--- src/rtl/lock_pkg.sv ---
// Shared constants for the PIN lock controller: protocol bytes, FSM state
// encoding and small helpers used when sizing and decoding.
package lock_pkg;

  localparam logic [7:0] ASCII_A = 8'h41;
  localparam logic [7:0] ASCII_C = 8'h43;
  localparam logic [7:0] ASCII_K = 8'h4B;
  localparam logic [7:0] ASCII_E = 8'h45;
  localparam logic [7:0] ASCII_T = 8'h54;
  localparam logic [7:0] ASCII_L = 8'h4C;
  localparam logic [7:0] ASCII_0 = 8'h30;
  localparam logic [7:0] ASCII_9 = 8'h39;

  typedef enum logic [2:0] {
    ST_IDLE    = 3'd0,
    ST_COLLECT = 3'd1,
    ST_CHECK   = 3'd2,
    ST_OPEN    = 3'd3,
    ST_LOCKOUT = 3'd4
  } lock_state_e;

  // Largest of three timing values; sizes the shared timeout counter.
  function automatic int max3(input int a, input int b, input int c);
    int m;
    m = (a > b) ? a : b;
    return (m > c) ? m : c;
  endfunction

  // True for the ASCII characters '0'..'9'.
  function automatic logic is_digit(input logic [7:0] b);
    return (b >= ASCII_0) && (b <= ASCII_9);
  endfunction

endpackage

--- src/rtl/lock_timer.sv ---
// Loadable down-counter shared by every timeout of the lock controller.
// It stops at zero; done is high while the count is zero.
module lock_timer #(
  parameter int WIDTH = 32
) (
  input  logic             clk,
  input  logic             rst_n,
  input  logic             load,
  input  logic [WIDTH-1:0] load_val,
  output logic             done
);

  logic [WIDTH-1:0] cnt_r;

  // Count down from the loaded value and hold at zero.
  always_ff @(posedge clk or negedge rst_n) begin
    if (!rst_n) begin
      cnt_r <= {WIDTH{1'b0}};
    end else if (load) begin
      cnt_r <= load_val;
    end else if (cnt_r != {WIDTH{1'b0}}) begin
      cnt_r <= cnt_r - {{(WIDTH-1){1'b0}}, 1'b1};
    end else begin
      cnt_r <= cnt_r;
    end
  end

  assign done = (cnt_r == {WIDTH{1'b0}});

endmodule

--- src/rtl/lock_access_ctrl.sv ---
// PIN-entry door lock controller. Accepts 'A' + four BCD digits from a UART
// receiver, opens the latch for a fixed time on a match, counts consecutive
// failures into a timed lockout and answers every event with one ack byte.
module lock_access_ctrl #(
  parameter logic [15:0] CODE                = 16'h1234,
  parameter int          OPEN_CYCLES         = 250_000_000,
  parameter int          BYTE_TIMEOUT_CYCLES = 150_000_000,
  parameter int          LOCKOUT_CYCLES      = 1_500_000_000,
  parameter int          MAX_FAILS           = 3
) (
  input  logic       clk,
  input  logic       rst_n,
  input  logic       rx_valid,
  input  logic [7:0] rx_byte,
  input  logic       ack_ready,
  output logic       lock_open,
  output logic       locked_out,
  output logic       ack_valid,
  output logic [7:0] ack_byte
);

  import lock_pkg::*;

  localparam int MAX_T   = max3(OPEN_CYCLES, BYTE_TIMEOUT_CYCLES, LOCKOUT_CYCLES);
  localparam int TIMER_W = $clog2(MAX_T) + 1;
  localparam int FAIL_W  = $clog2(MAX_FAILS + 1);

  lock_state_e         state_r;
  lock_state_e         next_state_s;
  logic [15:0]         digit_buf_r;
  logic [1:0]          digit_cnt_r;
  logic [FAIL_W-1:0]   fail_cnt_r;
  logic [FAIL_W-1:0]   fail_sat_s;
  logic                is_digit_s;
  logic                pin_match_s;
  logic                shift_s;
  logic                restart_s;
  logic                clear_entry_s;
  logic                fail_inc_s;
  logic                fail_clr_s;
  logic                ack_load_s;
  logic [7:0]          ack_code_s;
  logic                timer_load_s;
  logic [TIMER_W-1:0]  timer_val_s;
  logic                timer_done_s;
  logic                lock_open_nxt_s;
  logic                locked_out_nxt_s;
  logic                ack_valid_nxt_s;
  logic [7:0]          ack_byte_nxt_s;
  logic                lock_open_r;
  logic                locked_out_r;
  logic                ack_valid_r;
  logic [7:0]          ack_byte_r;

  assign is_digit_s  = is_digit(rx_byte);
  assign pin_match_s = (digit_buf_r == CODE);
  // Failure count after one more failure, saturating at MAX_FAILS.
  assign fail_sat_s  = (fail_cnt_r == FAIL_W'(MAX_FAILS)) ? fail_cnt_r
                                                          : fail_cnt_r + {{(FAIL_W-1){1'b0}}, 1'b1};

  // FSM state register.
  always_ff @(posedge clk or negedge rst_n) begin
    if (!rst_n) begin
      state_r <= ST_IDLE;
    end else begin
      state_r <= next_state_s;
    end
  end

  // Next-state decode together with the side effects of each transition.
  always_comb begin
    next_state_s  = state_r;
    shift_s       = 1'b0;
    restart_s     = 1'b0;
    clear_entry_s = 1'b0;
    fail_inc_s    = 1'b0;
    fail_clr_s    = 1'b0;
    ack_load_s    = 1'b0;
    ack_code_s    = 8'h00;
    case (state_r)
      ST_IDLE: begin
        if (rx_valid && (rx_byte == ASCII_A)) begin
          next_state_s  = ST_COLLECT;
          clear_entry_s = 1'b1;
        end else if (rx_valid && (rx_byte == ASCII_C)) begin
          ack_load_s = 1'b1;
          ack_code_s = ASCII_K;
        end else begin
          next_state_s = ST_IDLE;
        end
      end
      ST_COLLECT: begin
        if (rx_valid) begin
          if (is_digit_s) begin
            shift_s   = 1'b1;
            restart_s = 1'b1;
            if (digit_cnt_r == 2'd3) begin
              next_state_s = ST_CHECK;
            end else begin
              next_state_s = ST_COLLECT;
            end
          end else if (rx_byte == ASCII_C) begin
            next_state_s = ST_IDLE;
            ack_load_s   = 1'b1;
            ack_code_s   = ASCII_K;
          end else begin
            next_state_s = ST_IDLE;
            ack_load_s   = 1'b1;
            ack_code_s   = ASCII_E;
            fail_inc_s   = 1'b1;
          end
        end else if (timer_done_s) begin
          next_state_s = ST_IDLE;
          ack_load_s   = 1'b1;
          ack_code_s   = ASCII_T;
        end else begin
          next_state_s = ST_COLLECT;
        end
      end
      ST_CHECK: begin
        ack_load_s = 1'b1;
        if (pin_match_s) begin
          next_state_s = ST_OPEN;
          fail_clr_s   = 1'b1;
          ack_code_s   = ASCII_K;
        end else if (fail_sat_s == FAIL_W'(MAX_FAILS)) begin
          next_state_s = ST_LOCKOUT;
          fail_clr_s   = 1'b1;
          ack_code_s   = ASCII_L;
        end else begin
          next_state_s = ST_IDLE;
          fail_inc_s   = 1'b1;
          ack_code_s   = ASCII_E;
        end
      end
      ST_OPEN: begin
        if (rx_valid && (rx_byte == ASCII_C)) begin
          next_state_s = ST_IDLE;
          ack_load_s   = 1'b1;
          ack_code_s   = ASCII_K;
        end else if (timer_done_s) begin
          next_state_s = ST_IDLE;
        end else begin
          next_state_s = ST_OPEN;
        end
      end
      ST_LOCKOUT: begin
        if (rx_valid && (rx_byte == ASCII_A)) begin
          ack_load_s = 1'b1;
          ack_code_s = ASCII_L;
        end else if (rx_valid && (rx_byte == ASCII_C)) begin
          ack_load_s = 1'b1;
          ack_code_s = ASCII_K;
        end else begin
          ack_load_s = 1'b0;
        end
        if (timer_done_s) begin
          next_state_s = ST_IDLE;
        end else begin
          next_state_s = ST_LOCKOUT;
        end
      end
      default: begin
        next_state_s = ST_IDLE;
      end
    endcase
  end

  // Output decode: next values of the registered outputs and ack handshake.
  always_comb begin
    lock_open_nxt_s  = (next_state_s == ST_OPEN);
    locked_out_nxt_s = (next_state_s == ST_LOCKOUT);
    if (ack_load_s) begin
      ack_valid_nxt_s = 1'b1;
      ack_byte_nxt_s  = ack_code_s;
    end else if (ack_valid_r && ack_ready) begin
      ack_valid_nxt_s = 1'b0;
      ack_byte_nxt_s  = ack_byte_r;
    end else begin
      ack_valid_nxt_s = ack_valid_r;
      ack_byte_nxt_s  = ack_byte_r;
    end
  end

  // Output registers.
  always_ff @(posedge clk or negedge rst_n) begin
    if (!rst_n) begin
      lock_open_r  <= 1'b0;
      locked_out_r <= 1'b0;
      ack_valid_r  <= 1'b0;
      ack_byte_r   <= 8'h00;
    end else begin
      lock_open_r  <= lock_open_nxt_s;
      locked_out_r <= locked_out_nxt_s;
      ack_valid_r  <= ack_valid_nxt_s;
      ack_byte_r   <= ack_byte_nxt_s;
    end
  end

  // PIN digit buffer, digit count and consecutive-failure count.
  always_ff @(posedge clk or negedge rst_n) begin
    if (!rst_n) begin
      digit_buf_r <= 16'h0000;
      digit_cnt_r <= 2'd0;
      fail_cnt_r  <= {FAIL_W{1'b0}};
    end else begin
      if (clear_entry_s) begin
        digit_buf_r <= 16'h0000;
        digit_cnt_r <= 2'd0;
      end else if (shift_s) begin
        digit_buf_r <= {digit_buf_r[11:0], rx_byte[3:0]};
        digit_cnt_r <= digit_cnt_r + 2'd1;
      end else begin
        digit_buf_r <= digit_buf_r;
        digit_cnt_r <= digit_cnt_r;
      end
      if (fail_clr_s) begin
        fail_cnt_r <= {FAIL_W{1'b0}};
      end else if (fail_inc_s) begin
        fail_cnt_r <= fail_sat_s;
      end else begin
        fail_cnt_r <= fail_cnt_r;
      end
    end
  end

  // Timer reload: on every state change and on each digit inside COLLECT.
  // The loaded value is one less than the period so that done marks the
  // last cycle of the period.
  always_comb begin
    timer_load_s = (next_state_s != state_r) || restart_s;
    case (next_state_s)
      ST_COLLECT: timer_val_s = TIMER_W'(BYTE_TIMEOUT_CYCLES - 1);
      ST_OPEN:    timer_val_s = TIMER_W'(OPEN_CYCLES - 1);
      ST_LOCKOUT: timer_val_s = TIMER_W'(LOCKOUT_CYCLES - 1);
      default:    timer_val_s = {TIMER_W{1'b0}};
    endcase
  end

  lock_timer #(
    .WIDTH (TIMER_W)
  ) u_timer (
    .clk      (clk),
    .rst_n    (rst_n),
    .load     (timer_load_s),
    .load_val (timer_val_s),
    .done     (timer_done_s)
  );

  assign lock_open  = lock_open_r;
  assign locked_out = locked_out_r;
  assign ack_valid  = ack_valid_r;
  assign ack_byte   = ack_byte_r;

endmodule

--- config.mk ---
export PLATFORM = sky130hd
export DESIGN_NAME = lock_access_ctrl
export DESIGN_NICKNAME = d
export VERILOG_FILES = /design/src/rtl/lock_pkg.sv /design/src/rtl/lock_timer.sv /design/src/rtl/lock_access_ctrl.sv
export SDC_FILE = /design/constraint.sdc
export NUM_CORES = 1
export LEC_CHECK = 0
export ABC_CLOCK_PERIOD_IN_PS = 7400
export CAP_MARGIN = 20
export CELL_PAD_IN_SITES_DETAIL_PLACEMENT = 2
export CELL_PAD_IN_SITES_GLOBAL_PLACEMENT = 2
export CORE_MARGIN = 2
export CORE_UTILIZATION = 40
export DETAILED_ROUTE_END_ITERATION = 12
export PLACE_DENSITY_LB_ADDON = 0.05
export SYNTH_ARGS = -nofsm -noshare
export SYNTH_HDL_FRONTEND = slang
export SYNTH_SLANG_ARGS = --single-unit
--- constraint.sdc ---
create_clock -name clk -period 7.4 [get_ports clk]
set_input_delay 1.48 -clock clk [delete_from_list [all_inputs] [get_ports clk]]
set_output_delay 1.48 -clock clk [all_outputs]
set_load 0.03 [all_outputs]
# Yosys cells after proc, flatten, opt, wreduce, memory -nomap -nowiden
# Index checks and enable logic that the tools add are counted.
classes:
  n_mux: 55
  n_addsub: 3
  n_reduce_logical: 12
  n_eq_ne: 14
  order_cmp: 2
op_table:
  columns: ["op", "count"]
  rows:
  - ["case mux 31 bit (3 select lines)", 1]
  - ["2-to-1 mux 32 bit", 2]
  - ["case mux 8 bit (5 select lines)", 1]
  - ["logical NOT 32 bit", 1]
  - ["2-to-1 mux 16 bit", 2]
  - ["nonzero test 32 bit", 1]
  - ["subtractor 32 x 1 -> 32 bit, second input constant", 1]
  - ["2-to-1 mux 7 bit", 4]
  - ["2-to-1 mux 1 bit", 22]
  - ["2-to-1 mux 3 bit", 7]
  - ["== test 16 x 13 -> 1 bit, second input constant", 1]
  - ["== test 8 x 7 -> 1 bit, second input constant", 2]
  - ["2-to-1 mux 2 bit", 8]
  - ["2-to-1 mux 8 bit", 2]
  - ["case mux 3 bit (5 select lines)", 1]
  - ["2-to-1 mux 4 bit", 3]
  - ["== test 3 x 2 -> 1 bit, second input constant", 3]
  - [">= comparator 8 x 6 -> 1 bit, second input constant", 1]
  - ["<= comparator 8 x 6 -> 1 bit, second input constant", 1]
  - ["nonzero test 2 bit", 4]
  - ["== test 2 bit, second input constant", 3]
  - ["== test 3 x 1 -> 1 bit, second input constant", 2]
  - ["== test 3 bit, second input constant", 2]
  - ["case mux 1 bit (5 select lines)", 1]
  - ["other kinds (6)", 10]
word_totals:
  input_bits: 12
  elab_cells: 95
  regBits: 66

# Logic depth before layout (Yosys ltp)
depth:
  word_depth: 9
  mapped_depth: 10
  ltp_nobuf: 9

# Hierarchy
# From an unflattened synthesis, not the netlist that was laid out.
hier_totals:
  cells_unflattened: 352
  area_unflattened_um2: 3608.5
by_module_without_submodules:
  columns: ["mod", "instances", "area_each_um2", "cells_per_inst"]
  rows:
  - ["lock_timer", 1, 1914.3, 204]
  - ["lock_access_ctrl", 1, 1694.1, 148]

# Worst setup path after synthesis
# No wires, ideal clock.
synth_path:
  path_type: "input-to-reg"
  startpoint: "in rx_byte[3]"
  endpoint: "reg ack_byte_r[0], in the netlist ack_byte[0]"
  setup_slack_ns: 3.632
  required_time_ns: 7.271
  stages: 6
  arrival_ns: 3.639
  path_cell_list: "or4b_2 -> or4b_2 -> nor2_1 -> a31o_2 -> nor4_2 -> a2111o_1"
synth_via:
  elab_chain_cells: 5
synth_rtl:
  columns: ["item", "line", "text"]
  rows:
  - ["start: declaration", "lock_access_ctrl.sv:14", "input logic [7:0] rx_byte,"]
  - [">= comparator 8 x 6 -> 1 bit (tied with other cells)", "lock_pkg.sv:31", "return (b >= ASCII_0) && (b <= ASCII_9);"]
  - ["logical AND 1 bit, on equally long branches", null, null]
  - ["2-to-1 mux 7 bit (tied with other cells)", "lock_access_ctrl.sv:94", "if (is_digit_s) begin"]
  - ["2-to-1 mux 8 bit (tied with other cells)", "lock_access_ctrl.sv:93", "if (rx_valid) begin"]
  - ["case mux 8 bit (5 select lines) or case mux 1 bit (5 select lines) (tied branches)", "lock_access_ctrl.sv:80", "case (state_r)"]
  - ["end signal: assignment", "lock_access_ctrl.sv:196", "ack_byte_r <= ack_byte_nxt_s;"]
  - ["end: declaration", "lock_access_ctrl.sv:53", "logic [7:0] ack_byte_r;"]
# Several ways; a longest one is shown, not always the timed one.
# A chain may end at the register's enable or synchronous reset.

# Worst setup path in the final report
layout_path:
  startpoint: "in rx_byte[3]"
  endpoint: "reg u_timer.cnt_r[2]"
layout_via:
  elab_chain_cells: 8
layout_rtl:
  columns: ["item", "line", "text"]
  rows:
  - [">= comparator 8 x 6 -> 1 bit (tied with other cells)", "lock_pkg.sv:31", null]
  - ["logical AND 1 bit, on equally long branches", "lock_pkg.sv:31, lock_access_ctrl.sv:85, lock_access_ctrl.sv:137", null]
  - ["2-to-1 mux 3 bit, on equally long branches", "lock_access_ctrl.sv:94, lock_access_ctrl.sv:85", null]
  - ["2-to-1 mux 3 bit, on equally long branches", "lock_access_ctrl.sv:93, lock_access_ctrl.sv:82", null]
  - ["case mux 3 bit (5 select lines)", "lock_access_ctrl.sv:80", null]
  - ["== test 3 bit (tied with other cells)", "lock_access_ctrl.sv:232", "case (next_state_s)"]
  - ["case mux 31 bit (3 select lines) or logical OR 1 bit (tied branches)", "lock_access_ctrl.sv:232, lock_access_ctrl.sv:231", null]
  - ["2-to-1 mux 32 bit or nonzero test 2 bit (tied branches)", null, null]
  - ["end signal: assignment", "lock_timer.sv:18", "cnt_r <= {WIDTH{1'b0}};"]
  - ["end signal: assignment", "lock_timer.sv:20", "cnt_r <= load_val;"]
  - ["end signal: assignment", "lock_timer.sv:22", "cnt_r <= cnt_r - {{(WIDTH-1){1'b0}}, 1'b1};"]
  - ["end: declaration", "lock_timer.sv:13", "logic [WIDTH-1:0] cnt_r;"]
# Several ways; a longest one is shown, not always the timed one.

==> results.yml <==
sta:
  tightestPinTransition_ps: 890.4
  period_needed_ps: 4327
  finalCritPeriodShare: 0.5848
  layout_setup_ws_ps: 3073
  slew_violations: 0
  hold_violations: 0
  relSlewSlack: 0.4009
  skew_ps: 9.010
  fin_tns_setup_ps: 0
  setup-violations-final: 0
  fmax_ghz: 0.2311
  grt_setup_unrepaired: "no"
run_status:
  status: "completed"
grt:
  grt_use_total: 0.2299
  grt_pass1_vias: 3290
  antenna_found_initial: 0
  grt_use_met1: 0.3247
  use_met3: 0.02950
  grt.busiest_layer: "met2"
  grt_max_degree: 65
  grt_util_met2: 0.3687
  overflow: 0
  grt_pass1_wl_um: 17420
logic_synthesis:
  yosysWarningCount: 0
  synthesis.area_um2: 3506
  ys_ff_latch: 64
  yosysSeqAreaShare: 0.4568
  synth.avg_cell_area_um2: 9.130
  async_reset_ff_frac: 1.000
  synth_cell_types: 65
  yosys_most_used_dff: "dfrtp_1"
  synth_edf_count: 0
  syn_inst: 384
worst_setup_path:
  path_cells: "clkdlybuf4s50_1 > or4b_2 > o31ai_1 > o311ai_0 > nand2_1 > a32oi_1 > nor2_1 > o21ai_0"
  cp-endpoint: "u_timer.cnt_r[2]"
  cp_max_fo: 8
  cpLargestDelayFamily: "simple AND/OR/NAND/NOR gates"
  slowest_delay_ps: 750
  cp.required_ps: 7590
  crit_type: "in2reg"
  path_buf_inv: 1
  critPathLaunchType: "input pin"
  startpoint: "rx_byte[3]"
  timing.rr.end: "u_timer.cnt_r[1]"
  crit_path_end_kind: "register"
  ff2ff_setup_slack_ps: 3970
  r2r-start: "u_timer.cnt_r[4]"
  cpMaxStageDelayCell: "or4b_2"
  reg2regPathDepth: 7
  arrival_ps: 4520
  path_depth: 8
hold_path:
  hold_class: "reg2reg"
clock_network:
  cts_hold_buf: 0
  cts-root-buf: "clkbuf_8"
  cts_resized: 0
  numCtsBuffers: 9
  clk_latency_ps: 350
  cts.sinks: 64
  cts_setup_buffers: 0
  cts_buffer_depth: 2
  clk_pin_slew_ps: 70
  htreeDepth: 3
  cts_tree: "yes"
place:
  hpwl_um: 7146
  placed_cells: 497
  dpl_cell_area_um2: 3760
  pre_cts_ws_ps: 2710
  io_buffers: 20
  place_congestion: 0.8065
pwr:
  power_density_nw_per_um2: 288.4
  irDropWorstVdd_mv: 0.1082
  leakagePower_uw: 0.001766
detailed_routing:
  vias: 3000
  drc: 0
  via_per_inst: 5.837
  drtPass1Iterations: 5
  drt_wl_total_um: 10230
  antenna_left: 0
  post_drt_wl_per_cell_um: 19.89
  drt-initial-drc-count: 100
die:
  die_h_um: 97.62
  core.rowCount: 34
  dieArea_um2: 9530
  dieWidth_um: 97.62
  start_util: 0.4080
  core-area_um2: 8593
  io_pins: 23
finish:
  final_cell_mix: "64 x dfrtp_1, 51 x nand2_1, 38 x nor2_1"
  fin_util: 0.4651
  area_delta_synth_final_pct: 13.99
  fin_nets: 417
  diodes: 0
  regArea_um2: 1602
  drive_above_1_share: 0.1010
  multi_input_area_um2: 1787
  fin_cells: 514
  mostFrequentLayoutCell: "dfrtp_1"
  fill_cells: 942
  post-route-cell-area_um2: 3996
flow_run:
  drv_cap: 0
layout make-up:
type | instances | area share
well taps | 108 | 0.03381
repair buffers | 23 | 0.05479
multi-input cells | 295 | 0.4471
clock buffers | 12 | 0.03882
flip-flops and latches | 64 | 0.4008
clock inverters | 3 | 0.01628
inverters | 9 | 0.008453
worst reg2reg max path, stage by stage, from the launching register on:
cell and delay, ps:
dfrtp_1 420, nor4_1 790, nand4_1 350, or3_1 550, nor3_1 210, a31oi_1 120
nor3_4 650, a22oi_1 200
power by group:
| part | internal (µW) | switching (µW) | total (µW) |
|---|---|---|---|
| combinational | 131 | 144 | 275 |
| sequential | 431 | 103 | 534 |
| clock | 206 | 137 | 343 |
cells by family (layout without fill, tap and decap cells):
| logic type | Yosys count | in the layout | share of synthesized area |
|---|---|---|---|
| AND/OR/NAND/NOR | 193 | 193 | 0.2944 |
| AO/OA/AOI/OAI | 67 | 67 | 0.1238 |
| flip-flops | 64 | 64 | 0.4568 |
| XOR/XNOR | 27 | 27 | 0.06745 |
| buffers and inverters | 26 | 47 | 0.03604 |
| adder cells (fa/ha/maj) | 3 | 3 | 0.01071 |
| multiplexers | 3 | 3 | 0.009635 |
| other | 1 | 2 | 0.001070 |
through the flow:
stage	power (µW)	hold slack (ps)
6_report	1152	474.2
5_1_grt	1228	506.5
4_1_cts	1163	476.9
3_5_place_dp	811.0	456.2
3_3_place_gp	789.7	449.8
2_1_floorplan	714.8	450.8
metal layers:
metal	routed length, µm	part of all wire	vias up
met4	124	0.012	0
li1	-	-	1412
met1	4941	0.48	1548
met3	205	0.020	10
met5	0	0	-
met2	4953	0.48	30
flip-flops by register name, summed over array words and instances (netlist names):
| name | flops |
|---|---|
| ack_byte | 6 |
| ack_valid | 1 |
| digit_buf_r | 16 |
| digit_cnt_r | 2 |
| fail_cnt_r | 2 |
| lock_open | 1 |
| locked_out | 1 |
| state_r | 3 |
| u_timer.cnt_r | 32 |
cells in the mapped netlist, types with 3 or more instances:
library cell | instances | area [µm²]
o21ai_0 | 8 | 40.04
xor2_1 | 19 | 166.4
or4_1 | 5 | 37.54
nand4_1 | 5 | 31.28
mux2_2 | 3 | 33.78
nor3_1 | 13 | 65.06
or4_4 | 3 | 33.78
nand2b_1 | 3 | 18.77
nand3b_1 | 3 | 22.52
ha_1 | 3 | 37.54
nand3_1 | 25 | 125.1
dfrtp_1 | 64 | 1602
o21ai_1 | 9 | 45.04
a21oi_1 | 18 | 90.09
clkbuf_1 | 9 | 33.78
buf_4 | 3 | 22.52
nor2_1 | 38 | 142.6
xnor2_1 | 8 | 70.07
a31oi_1 | 11 | 68.82
or2_2 | 3 | 18.77
or3_1 | 5 | 31.28
inv_1 | 9 | 33.78
nand2_1 | 51 | 191.4
nor4_1 | 16 | 100.1
how the worst min path moves through the flow:
stage	from	to	cells after the start
4_1_cts	ack_byte[6]	ack_byte[6]	1
3_5_place_dp	ack_byte[6]	ack_byte[6]	1
5_1_grt	ack_byte[6]	ack_byte[6]	1
6_report	ack_byte[6]	ack_byte[6]	1
3_3_place_gp	ack_byte[6]	ack_byte[6]	1
2_1_floorplan	digit_buf_r[12]	digit_buf_r[12]	2
Power figures use the tool's default switching activity.
